## src/rtl/exc_ctrl_if.sv

```systemverilog
// exc_ctrl_if: MEM-stage exception flags, CP0 mtc0/mfc0 bus and flush/redirect
// outputs of the exception controller. slave = controller, master = pipeline.
interface exc_ctrl_if;
    logic        stall_in;
    logic        mem_valid;
    logic [31:0] mem_pc;
    logic        mem_delay_slot;
    logic        syscall_flag;
    logic        break_flag;
    logic        eret_flag;
    logic        ri_flag;
    logic        ov_flag;
    logic        adel_flag;
    logic        ades_flag;
    logic [31:0] bad_addr;
    logic [5:0]  hw_int;
    logic        cp0_we;
    logic [4:0]  cp0_waddr;
    logic [31:0] cp0_wdata;
    logic [4:0]  cp0_raddr;
    logic [31:0] cp0_rdata;
    logic        flush;
    logic        redirect_valid;
    logic [31:0] redirect_pc;
    logic        busy;
    logic [31:0] epc;
    logic [31:0] status;
    logic [31:0] cause;
    logic [31:0] badvaddr;

    modport slave (
        input  stall_in, mem_valid, mem_pc, mem_delay_slot,
        input  syscall_flag, break_flag, eret_flag,
        input  ri_flag, ov_flag, adel_flag, ades_flag,
        input  bad_addr, hw_int,
        input  cp0_we, cp0_waddr, cp0_wdata, cp0_raddr,
        output cp0_rdata, flush, redirect_valid, redirect_pc, busy,
        output epc, status, cause, badvaddr
    );

    modport master (
        output stall_in, mem_valid, mem_pc, mem_delay_slot,
        output syscall_flag, break_flag, eret_flag,
        output ri_flag, ov_flag, adel_flag, ades_flag,
        output bad_addr, hw_int,
        output cp0_we, cp0_waddr, cp0_wdata, cp0_raddr,
        input  cp0_rdata, flush, redirect_valid, redirect_pc, busy,
        input  epc, status, cause, badvaddr
    );
endinterface

```

## src/rtl/exc_ctrl.sv

```systemverilog
// exc_ctrl: MIPS exception/interrupt controller at the MEM boundary.
// Ports: clk, rst_n (async, active low), bus (exc_ctrl_if.slave): MEM flags in,
// CP0 read/write bus, flush/redirect/busy and CP0 register state out.
module exc_ctrl #(
    parameter logic [31:0] EXC_VECTOR   = 32'hBFC0_0380,
    parameter int unsigned FLUSH_CYCLES = 1,
    parameter logic [31:0] STATUS_RST   = 32'h0040_0000
) (
    input logic       clk,
    input logic       rst_n,
    exc_ctrl_if.slave bus
);

    typedef enum logic [1:0] {
        S_IDLE,
        S_FLUSH,
        S_REDIR
    } state_t;

    state_t      r_state;
    state_t      w_next;
    logic [2:0]  r_cnt;
    logic [31:0] r_status;
    logic [31:0] r_cause;
    logic [31:0] r_epc;
    logic [31:0] r_badvaddr;
    logic [31:0] r_target;

    logic        w_int_req;
    logic        w_any;
    logic        w_accept;
    logic        w_is_eret;
    logic        w_is_addr;
    logic [4:0]  w_code;

    // Interrupts only when globally enabled and not already in an exception.
    assign w_int_req = r_status[0] & ~r_status[1]
                     & (|(r_cause[15:8] & r_status[15:8]));

    assign w_any = w_int_req | bus.adel_flag | bus.ades_flag
                 | bus.ri_flag | bus.ov_flag | bus.syscall_flag
                 | bus.break_flag | bus.eret_flag;

    assign w_accept = (r_state == S_IDLE) & ~bus.stall_in
                    & bus.mem_valid & w_any;

    // Fixed-priority winner; eret is lowest and carries no ExcCode.
    always_comb begin
        w_code    = 5'd0;
        w_is_eret = 1'b0;
        w_is_addr = 1'b0;
        if (w_int_req) begin
            w_code = 5'd0;
        end else if (bus.adel_flag) begin
            w_code    = 5'd4;
            w_is_addr = 1'b1;
        end else if (bus.ades_flag) begin
            w_code    = 5'd5;
            w_is_addr = 1'b1;
        end else if (bus.ri_flag) begin
            w_code = 5'd10;
        end else if (bus.ov_flag) begin
            w_code = 5'd12;
        end else if (bus.syscall_flag) begin
            w_code = 5'd8;
        end else if (bus.break_flag) begin
            w_code = 5'd9;
        end else begin
            w_is_eret = 1'b1;
        end
    end

    always_comb begin
        w_next = r_state;
        case (r_state)
            S_IDLE:  if (w_accept) w_next = S_FLUSH;
            S_FLUSH: if (r_cnt == 3'd1) w_next = S_REDIR;
            S_REDIR: w_next = S_IDLE;
            default: w_next = S_IDLE;
        endcase
    end

    always_ff @(posedge clk or negedge rst_n) begin
        if (!rst_n) begin
            r_state  <= S_IDLE;
            r_cnt    <= 3'd0;
            r_target <= 32'd0;
        end else begin
            r_state <= w_next;
            if (w_accept) begin
                r_cnt    <= 3'(FLUSH_CYCLES);
                r_target <= w_is_eret ? r_epc : EXC_VECTOR;
            end else if (r_state == S_FLUSH && r_cnt != 3'd1) begin
                r_cnt <= r_cnt - 3'd1;
            end
        end
    end

    // mtc0 first; the exception update later in the block overrides
    // any field both of them touch in the same cycle.
    always_ff @(posedge clk or negedge rst_n) begin
        if (!rst_n) begin
            r_status   <= STATUS_RST;
            r_cause    <= 32'd0;
            r_epc      <= 32'd0;
            r_badvaddr <= 32'd0;
        end else begin
            r_cause[15:10] <= bus.hw_int;
            if (bus.cp0_we) begin
                case (bus.cp0_waddr)
                    5'd12: begin
                        r_status[15:8] <= bus.cp0_wdata[15:8];
                        r_status[1:0]  <= bus.cp0_wdata[1:0];
                    end
                    5'd13: r_cause[9:8] <= bus.cp0_wdata[9:8];
                    5'd14: r_epc <= bus.cp0_wdata;
                    default: ;
                endcase
            end
            if (w_accept) begin
                if (w_is_eret) begin
                    r_status[1] <= 1'b0;
                end else begin
                    if (!r_status[1]) begin
                        r_epc <= bus.mem_delay_slot ? bus.mem_pc - 32'd4
                                                    : bus.mem_pc;
                        r_cause[31] <= bus.mem_delay_slot;
                    end
                    r_status[1]  <= 1'b1;
                    r_cause[6:2] <= w_code;
                    if (w_is_addr) r_badvaddr <= bus.bad_addr;
                end
            end
        end
    end

    assign bus.flush          = (r_state != S_IDLE);
    assign bus.busy           = (r_state != S_IDLE);
    assign bus.redirect_valid = (r_state == S_REDIR);
    assign bus.redirect_pc    = (r_state == S_REDIR) ? r_target : 32'd0;

    assign bus.epc      = r_epc;
    assign bus.status   = r_status;
    assign bus.cause    = r_cause;
    assign bus.badvaddr = r_badvaddr;

    always_comb begin
        case (bus.cp0_raddr)
            5'd8:    bus.cp0_rdata = r_badvaddr;
            5'd12:   bus.cp0_rdata = r_status;
            5'd13:   bus.cp0_rdata = r_cause;
            5'd14:   bus.cp0_rdata = r_epc;
            default: bus.cp0_rdata = 32'd0;
        endcase
    end

endmodule

```

## src/flat_wrapper.sv

```systemverilog
// flat-port wrapper written by rule: the top's interface ports become plain ports
module exc_ctrl_flat 
#(
    parameter logic [31:0] EXC_VECTOR   = 32'hBFC0_0380,
    parameter int unsigned FLUSH_CYCLES = 1,
    parameter logic [31:0] STATUS_RST   = 32'h0040_0000
)
  (clk, rst_n, bus_stall_in, bus_mem_valid, bus_mem_pc, bus_mem_delay_slot, bus_syscall_flag, bus_break_flag, bus_eret_flag, bus_ri_flag, bus_ov_flag, bus_adel_flag, bus_ades_flag, bus_bad_addr, bus_hw_int, bus_cp0_we, bus_cp0_waddr, bus_cp0_wdata, bus_cp0_raddr, bus_cp0_rdata, bus_flush, bus_redirect_valid, bus_redirect_pc, bus_busy, bus_epc, bus_status, bus_cause, bus_badvaddr);
  exc_ctrl_if bus_i ();
  input logic clk;
  input logic rst_n;
  input wire logic [$bits(bus_i.stall_in)-1:0] bus_stall_in;
  input wire logic [$bits(bus_i.mem_valid)-1:0] bus_mem_valid;
  input wire logic [$bits(bus_i.mem_pc)-1:0] bus_mem_pc;
  input wire logic [$bits(bus_i.mem_delay_slot)-1:0] bus_mem_delay_slot;
  input wire logic [$bits(bus_i.syscall_flag)-1:0] bus_syscall_flag;
  input wire logic [$bits(bus_i.break_flag)-1:0] bus_break_flag;
  input wire logic [$bits(bus_i.eret_flag)-1:0] bus_eret_flag;
  input wire logic [$bits(bus_i.ri_flag)-1:0] bus_ri_flag;
  input wire logic [$bits(bus_i.ov_flag)-1:0] bus_ov_flag;
  input wire logic [$bits(bus_i.adel_flag)-1:0] bus_adel_flag;
  input wire logic [$bits(bus_i.ades_flag)-1:0] bus_ades_flag;
  input wire logic [$bits(bus_i.bad_addr)-1:0] bus_bad_addr;
  input wire logic [$bits(bus_i.hw_int)-1:0] bus_hw_int;
  input wire logic [$bits(bus_i.cp0_we)-1:0] bus_cp0_we;
  input wire logic [$bits(bus_i.cp0_waddr)-1:0] bus_cp0_waddr;
  input wire logic [$bits(bus_i.cp0_wdata)-1:0] bus_cp0_wdata;
  input wire logic [$bits(bus_i.cp0_raddr)-1:0] bus_cp0_raddr;
  output wire logic [$bits(bus_i.cp0_rdata)-1:0] bus_cp0_rdata;
  output wire logic [$bits(bus_i.flush)-1:0] bus_flush;
  output wire logic [$bits(bus_i.redirect_valid)-1:0] bus_redirect_valid;
  output wire logic [$bits(bus_i.redirect_pc)-1:0] bus_redirect_pc;
  output wire logic [$bits(bus_i.busy)-1:0] bus_busy;
  output wire logic [$bits(bus_i.epc)-1:0] bus_epc;
  output wire logic [$bits(bus_i.status)-1:0] bus_status;
  output wire logic [$bits(bus_i.cause)-1:0] bus_cause;
  output wire logic [$bits(bus_i.badvaddr)-1:0] bus_badvaddr;
  assign bus_i.stall_in = bus_stall_in;
  assign bus_i.mem_valid = bus_mem_valid;
  assign bus_i.mem_pc = bus_mem_pc;
  assign bus_i.mem_delay_slot = bus_mem_delay_slot;
  assign bus_i.syscall_flag = bus_syscall_flag;
  assign bus_i.break_flag = bus_break_flag;
  assign bus_i.eret_flag = bus_eret_flag;
  assign bus_i.ri_flag = bus_ri_flag;
  assign bus_i.ov_flag = bus_ov_flag;
  assign bus_i.adel_flag = bus_adel_flag;
  assign bus_i.ades_flag = bus_ades_flag;
  assign bus_i.bad_addr = bus_bad_addr;
  assign bus_i.hw_int = bus_hw_int;
  assign bus_i.cp0_we = bus_cp0_we;
  assign bus_i.cp0_waddr = bus_cp0_waddr;
  assign bus_i.cp0_wdata = bus_cp0_wdata;
  assign bus_i.cp0_raddr = bus_cp0_raddr;
  assign bus_cp0_rdata = bus_i.cp0_rdata;
  assign bus_flush = bus_i.flush;
  assign bus_redirect_valid = bus_i.redirect_valid;
  assign bus_redirect_pc = bus_i.redirect_pc;
  assign bus_busy = bus_i.busy;
  assign bus_epc = bus_i.epc;
  assign bus_status = bus_i.status;
  assign bus_cause = bus_i.cause;
  assign bus_badvaddr = bus_i.badvaddr;
  exc_ctrl #(.EXC_VECTOR(EXC_VECTOR), .FLUSH_CYCLES(FLUSH_CYCLES), .STATUS_RST(STATUS_RST)) u_core (.clk(clk), .rst_n(rst_n), .bus(bus_i));
endmodule
```

## config.mk

```make
export PLATFORM = sky130hd
export DESIGN_NAME = exc_ctrl_flat
export DESIGN_NICKNAME = d
export VERILOG_FILES = /design/src/rtl/exc_ctrl_if.sv /design/src/rtl/exc_ctrl.sv /design/src/flat_wrapper.sv
export SDC_FILE = /design/constraint.sdc
export NUM_CORES = 1
export LEC_CHECK = 0
export ABC_CLOCK_PERIOD_IN_PS = 2700
export CELL_PAD_IN_SITES_DETAIL_PLACEMENT = 2
export CELL_PAD_IN_SITES_GLOBAL_PLACEMENT = 2
export CORE_UTILIZATION = 24
export DETAILED_ROUTE_END_ITERATION = 10
export PLACE_DENSITY = 0.79
export SYNTH_ARGS = -nofsm -noshare
export SYNTH_HDL_FRONTEND = slang
export SYNTH_SLANG_ARGS = --single-unit
```

## constraint.sdc

```tcl
create_clock -name clk -period 2.7 [get_ports clk]
set_clock_uncertainty 0.2 [all_clocks]
set_input_delay 0.405 -clock clk [delete_from_list [all_inputs] [get_ports clk]]
set_output_delay 0.405 -clock clk [all_outputs]
set_load 0.02 [all_outputs]
```

==> results of run 1 <==
cells by family (layout without fill, tap and decap cells):
logic type                 after synthesis  after routing  share of synthesized area (%)
DFF                                    124            124                           46.1
adders and majority gates                3              3                          0.557
other                                    1             41                         0.0557
xor gates and xnor gates                30             30                           3.90
buffers and inverters                   89            371                           7.80
and+or+nand+nor                        174            174                           13.6
muxes                                   79             79                           14.7
AOI/OAI and AO/OA                      121            121                           13.4
through the flow:
step,util [%],hold slack [ns],area (sq um),instances,power (mW)
global placement,37.4,-0.00554,10200,1279,7.42
finish,39.6,0.140,10800,1315,9.79
floorplan,-,-0.0906,6890,661,5.21
global route,39.6,0.126,10800,1315,10.3
CTS,39.7,0.124,10800,1316,9.92
detailed placement,37.4,-0.00615,10200,1279,7.57
timing repair:
action                                  4_1_cts  5_1_grt
pin swaps                                     4        1
endpoints found under the hold margin       124        0
buffers inserted                              5        0
hold buffers                                  1        0
cloned                                        2        0
endpoints found under the setup margin       49       53
gates resized for setup                     110       41
final timing paths:
| check | end | startpoint |
|---|---|---|
| hold reg to reg | u_core.r_target[3]$_DFFE_PN0P_ | u_core.r_target[3]$_DFFE_PN0P_ |
| min in group clk | u_core.bus.cause[10]$_DFF_PN0_ | bus_hw_int[0] |
| setup / recovery | bus_cp0_rdata[8] | bus_cp0_raddr[4] |
| max in group asynchronous | u_core.bus.status[14]$_DFFE_PN0P_ | rst_n |
| hold / removal | u_core.bus.badvaddr[5]$_DFFE_PN0P_ | rst_n |
| setup reg to reg | u_core.bus.badvaddr[25]$_DFFE_PN0P_ | u_core.r_state[1]$_DFFE_PN0P_ |
worst max-delay path, delay by kind of cell:
family,cells,cell delay (ns)
AND/OR/NAND/NOR,3,0.79
buffers and inverters,4,0.74
AO/OA/AOI/OAI,1,0.09
area by class of cell:
class                      instances  area share [%]
tap                              372            4.31
multi-input combinational        448            30.6
clock buffer                      22            4.39
clock inverter                     7           0.846
timing repair buffer             332            30.7
inverter                          10           0.348
sequential                       124            28.7
registers in the layout (all words and copies together) (netlist names):
| register | flops |
|---|---|
| u_core.bus.badvaddr | 32 |
| u_core.bus.cause | 13 |
| u_core.bus.epc | 32 |
| u_core.bus.status | 10 |
| u_core.r_cnt | 3 |
| u_core.r_state | 2 |
| u_core.r_target | 32 |
per-layer routing:
metal  vias to the layer above  GRT usage (%)
met2                       213           35.9
met4                         0           7.56
met5                         -              0
met1                      3189           24.7
met3                        40           4.29
li1                       2777              -
power breakdown:
| part | total (mW) | internal, mW | switching (mW) |
|---|---|---|---|
| Clock | 2.28 | 1.41 | 0.863 |
| Combinational | 4.33 | 2.23 | 2.10 |
| Sequential | 3.19 | 2.46 | 0.725 |
cells in the final DEF (no fill, tap or decap), types with 11 or more instances in the layout:
cell type        count
a21oi_1             13
a22o_1              41
a22oi_1             16
and2_1              32
buf_12              14
buf_2               15
buf_4               34
clkbuf_16           17
clkbuf_2            11
clkdlybuf4s50_1    222
conb_1              41
dfrtp_1            124
dlymetal6s2s_1      19
mux2_2              39
mux2_4              30
nand2_1             47
nor2_1              27
nor3_1              14
nor4_1              12
o21ai_0             23
o22a_1              11
xnor2_1             27
==> flow_metrics.tcl, run 1 <==
set metrics [dict create \
    finalWeightedCongestion 0.784 \
    met2WireLength_mm 14.8 \
    antenna_found_initial 0 \
    synth_seq_cells 124 \
    detailedPlacementHpwl_mm 21.4 \
    path_class "in2out" \
    num_antenna_cells 0 \
    synth.yosys.warnings 40 \
    worstPathCellList "dlygate4sd2_1, or3b_4, nor3_4, buf_6, buf_12, a22oi_1, nand2_1, buf_2" \
    max_cap_violations 0 \
    die_h_um 170 \
    placement.io_buffers 278 \
    period_share_pct 97.7 \
    mappedNetlistArea_sq_mm 0.00674 \
    library_cell_with_the_highest_instance_count_after_synthesis "dfrtp_1" \
    wl_per_cell_um 22.2 \
    worst_reg2reg_path_length_in_cells 5 \
    setup_slack_ns 0.0610 \
    rsz_0062_raised_after_global_routing "true" \
    worstPathArrival_ns 2.03 \
    route.layer.met1.wl_mm 12.1 \
    num-fill-cells 2897 \
    finish.net_count 1061 \
    route.vias.total 6219 \
    via_count_of_the_first_global_routing_pass 6893 \
    path_clk_slew_ns 0.06 \
    post_route_cells_drive_above_1_share_pct 20.6 \
    timing.critical_path.required_ns 2.10 \
    worstSetupStartpointType "input port" \
    floorplan.initialDensity_pct 24.7 \
    netlist.top_cell.by_area "dfrtp_1" \
    boundaryPins 320 \
    die_w_um 170 \
    finalSetupTns_ns 0 \
    hold_class "in2async" \
    firstDrtPassIters 4 \
    reg2reg_slack_ns 0.09 \
    clk_path_buf_depth 2 \
    grt_max_degree 121 \
    cp-end-kind "output pin" \
    core_area_sq_mm 0.0273 \
    max_freq_mhz 379 \
    ys_types 50 \
    met3RoutedLength_mm 1.57 \
    synthDominantCellAreaShare_pct 46.1 \
    rows 60 \
    regArea_sq_mm 0.00310 \
    flip_flop_cell_with_the_highest_count_after_synthesis "dfrtp_1" \
    finalCriticalPeriod_ns 2.64 \
    critical-path-slowest-cell "or3b_4" \
    cts_made_buffers 17 \
    post-place-ws_ns -0.689 \
    ir_drop_mv 0.384 \
    post-route-drc-count 0 \
    vias_per_cell 4.73 \
    cell_area_power_density_mw_per_mm2 907 \
    highest_metal_layer_with_signal_wires "met4" \
    critical_path.max_stage_delay_ns 0.46 \
    top_cells_by_area_in_the_synthesized_netlist "dfrtp_1 (46%), mux2_4 (6.7%), mux2_2 (6.5%)" \
    synthesis.area_per_instance_sq_um 10.8 \
    residual_antenna_violating_net_count_after_detailed_routing 0 \
    ys_seq_area_share_pct 46.1 \
    slew_viol_final 0 \
    critical_path_peak_fanout 7 \
    yosys-top-cells-count "dfrtp_1 (124), nand2_1 (47), buf_4 (42)" \
    total_wirelength_of_the_detailed_routed_design_mm 29.2 \
    hold_viol_final 0 \
    fp.dieArea_sq_mm 0.0287 \
    overflow 0 \
    track_usage_pct 20.5 \
    outcome "finished clean" \
    leakagePower_nw 4.95 \
    tritoncts "done" \
    maxSlewHeadroom_pct 49.8 \
    insertion_delay_ns 0.42 \
    postSynthCellCount 621 \
    synth-edff-count 0 \
    grt_first_pass_wirelength_mm 43.7 \
    clock-root-buffer "clkbuf_16" \
    cts_max_level 4 \
    finalSetupViolCount 0 \
    drtIter0Drc 184 \
    clkSinkCount 124 \
    worst_pin_slew_ns 0.753 \
    syn_to_final_growth_pct 60.3 \
    multi_input_comb_area_sq_mm 0.00331 \
    synth-async-reset-ratio_pct 100 \
]
Power figures use the tool's default switching activity.
==> run 2: changes to the inputs <==
Settings changed: ABC_CLOCK_PERIOD_IN_PS 2700 to 3400, CORE_UTILIZATION 24 to 26, PLACE_DENSITY 0.79 to 0.85.
Clock period 2.7 ns to 3.4 ns, I/O delays scaled along.
==> flow_metrics.tcl, run 2 (synthesis results as in run 1) <==
set metrics [dict create \
    rsz_0062_raised_after_global_routing "false" \
    finish.net_count 1033 \
    slew_viol_final 0 \
    track_usage_pct 21.3 \
    syn_to_final_growth_pct 56.2 \
    placement.io_buffers 278 \
    fp.dieArea_sq_mm 0.0266 \
    cell_area_power_density_mw_per_mm2 724 \
    hold_class "reg2reg" \
    ir_drop_mv 0.339 \
    critical-path-slowest-cell "clkdlybuf4s50_1" \
    worstPathCellList "clkdlybuf4s50_1, or3b_4, nor3_4, buf_8, a22o_1, clkdlybuf4s50_1" \
    worstSetupStartpointType "input port" \
    max_cap_violations 0 \
    overflow 0 \
    finalSetupTns_ns 0 \
    cts_made_buffers 17 \
    clk_path_buf_depth 2 \
    detailedPlacementHpwl_mm 20.8 \
    boundaryPins 320 \
    critical_path.max_stage_delay_ns 0.60 \
    post-route-drc-count 0 \
    wl_per_cell_um 22.5 \
    period_share_pct 98.1 \
    drtIter0Drc 250 \
    rows 58 \
    cp-end-kind "output pin" \
    finalWeightedCongestion 0.774 \
    post-route-util_pct 41.6 \
    die_w_um 163 \
    vias_per_cell 4.92 \
    leakagePower_nw 4.69 \
    final_design_area_no_fill_sq_mm 0.0105 \
    route.vias.total 6131 \
    path_class "in2out" \
    cts_max_level 4 \
    clock-root-buffer "clkbuf_16" \
    total_power_mw 7.62 \
    mostFrequentLayoutCell "clkdlybuf4s50_1" \
    post_route_cells_drive_above_1_share_pct 14.6 \
    setup_slack_ns 0.0634 \
    insertion_delay_ns 0.41 \
    grt_max_degree 66 \
    crit_path_frequent_cell "clkdlybuf4s50_1" \
    finalCriticalPeriod_ns 3.34 \
    floorplan.initialDensity_pct 26.6 \
    layout_common_cells "clkdlybuf4s50_1 (255), dfrtp_1 (124), nand2_1 (47)" \
    firstDrtPassIters 7 \
    path_clk_slew_ns 0.05 \
    maxSlewHeadroom_pct 48.2 \
    antenna_found_initial 2 \
    critical_path_peak_fanout 15 \
    residual_antenna_violating_net_count_after_detailed_routing 0 \
    outcome "finished clean" \
    via_count_of_the_first_global_routing_pass 6677 \
    post-place-ws_ns -0.171 \
    tritoncts "done" \
    core_area_sq_mm 0.0253 \
    max_freq_mhz 300 \
    finalSetupViolCount 0 \
    num-fill-cells 2633 \
    worstPathArrival_ns 2.63 \
    worst_pin_slew_ns 0.776 \
    placement.cell_area_sq_mm 0.00990 \
    total_wirelength_of_the_detailed_routed_design_mm 28.0 \
    timing.critical_path.required_ns 2.69 \
    clkSinkCount 124 \
    grt_first_pass_wirelength_mm 41.9 \
    hold_viol_final 0 \
    cts_post_setup_buffers_inserted 0 \
    die_h_um 163 \
]
## run 2: cell types whose count changed in the layout (fill, tap and decap cells not counted), moves of 2 or more
cell	previous run	this run
dlygate4sd2_1	6	3
buf_6	7	1
buf_12	14	6
buf_4	34	17
clkdlybuf4s50_1	222	255
clkbuf_2	11	0
clkbuf_1	2	4
buf_2	15	0
## run 2: metrics by stage
step	hold WS (ns)	cells
finish	0.279	1247
global route	0.307	1247
CTS	0.271	1246
detailed placement	0.264	1215
global placement	0.253	1215
floorplan	0.0144	661
## run 2: where the power goes
group | leakage, nW | switching [mW] | internal, mW
sequential | 1.50 | 0.593 | 1.96
clock | 0.262 | 0.664 | 1.05
combinational | 2.93 | 1.62 | 1.73
## run 2: repair_timing
action,CTS,global route
hold buffers,1,0
gates resized for setup,8,21
endpoints found under the setup margin,30,27
endpoints found under the hold margin,63,0
## run 2: area by class of cell
class | instances | area, sq um | share of cell area (%)
sequential | 124 | 3100 | 29.5
clock buffer | 24 | 482 | 4.58
timing repair buffer | 304 | 3120 | 29.6
antenna | 1 | 2.50 | 0.0238
inverter | 10 | 37.5 | 0.357
multi-input combinational | 448 | 3310 | 31.4
tap | 330 | 413 | 3.92
clock inverter | 6 | 63.8 | 0.606
## run 2: final timing paths
path	to	from	cells past startpoint	slack, ns
worst min register to register	u_core.r_state[1]$_DFFE_PN0P_	u_core.r_state[1]$_DFFE_PN0P_	1	0.28
worst max-delay path	bus_cp0_rdata[23]	bus_cp0_raddr[3]	6	0.06
min in group asynchronous	u_core.bus.badvaddr[3]$_DFFE_PN0P_	rst_n	2	0.47
max in group asynchronous	u_core.bus.badvaddr[16]$_DFFE_PN0P_	rst_n	3	1.76
worst min-delay path	u_core.r_state[1]$_DFFE_PN0P_	u_core.r_state[1]$_DFFE_PN0P_	1	0.28
worst max register to register	u_core.bus.badvaddr[23]$_DFFE_PN0P_	u_core.bus.status[13]$_DFFE_PN0P_	5	0.51
## run 2: layer usage
metal  vias to the layer above  track usage (%)  share of wire [%]
met4                         0             8.62                2.8
met1                      3150             25.3                 40
met2                       229             37.7                 52
met5                         -                0                  0
li1                       2711                -                  -
met3                        41             3.79                4.7
## run 2: worst max-delay path: cells and delay by family
| family | cells | cell delay (ns) |
|---|---|---|
| AO/OA/AOI/OAI | 1 | 0.15 |
| buffers and inverters | 3 | 1.28 |
| AND/OR/NAND/NOR | 2 | 0.66 |
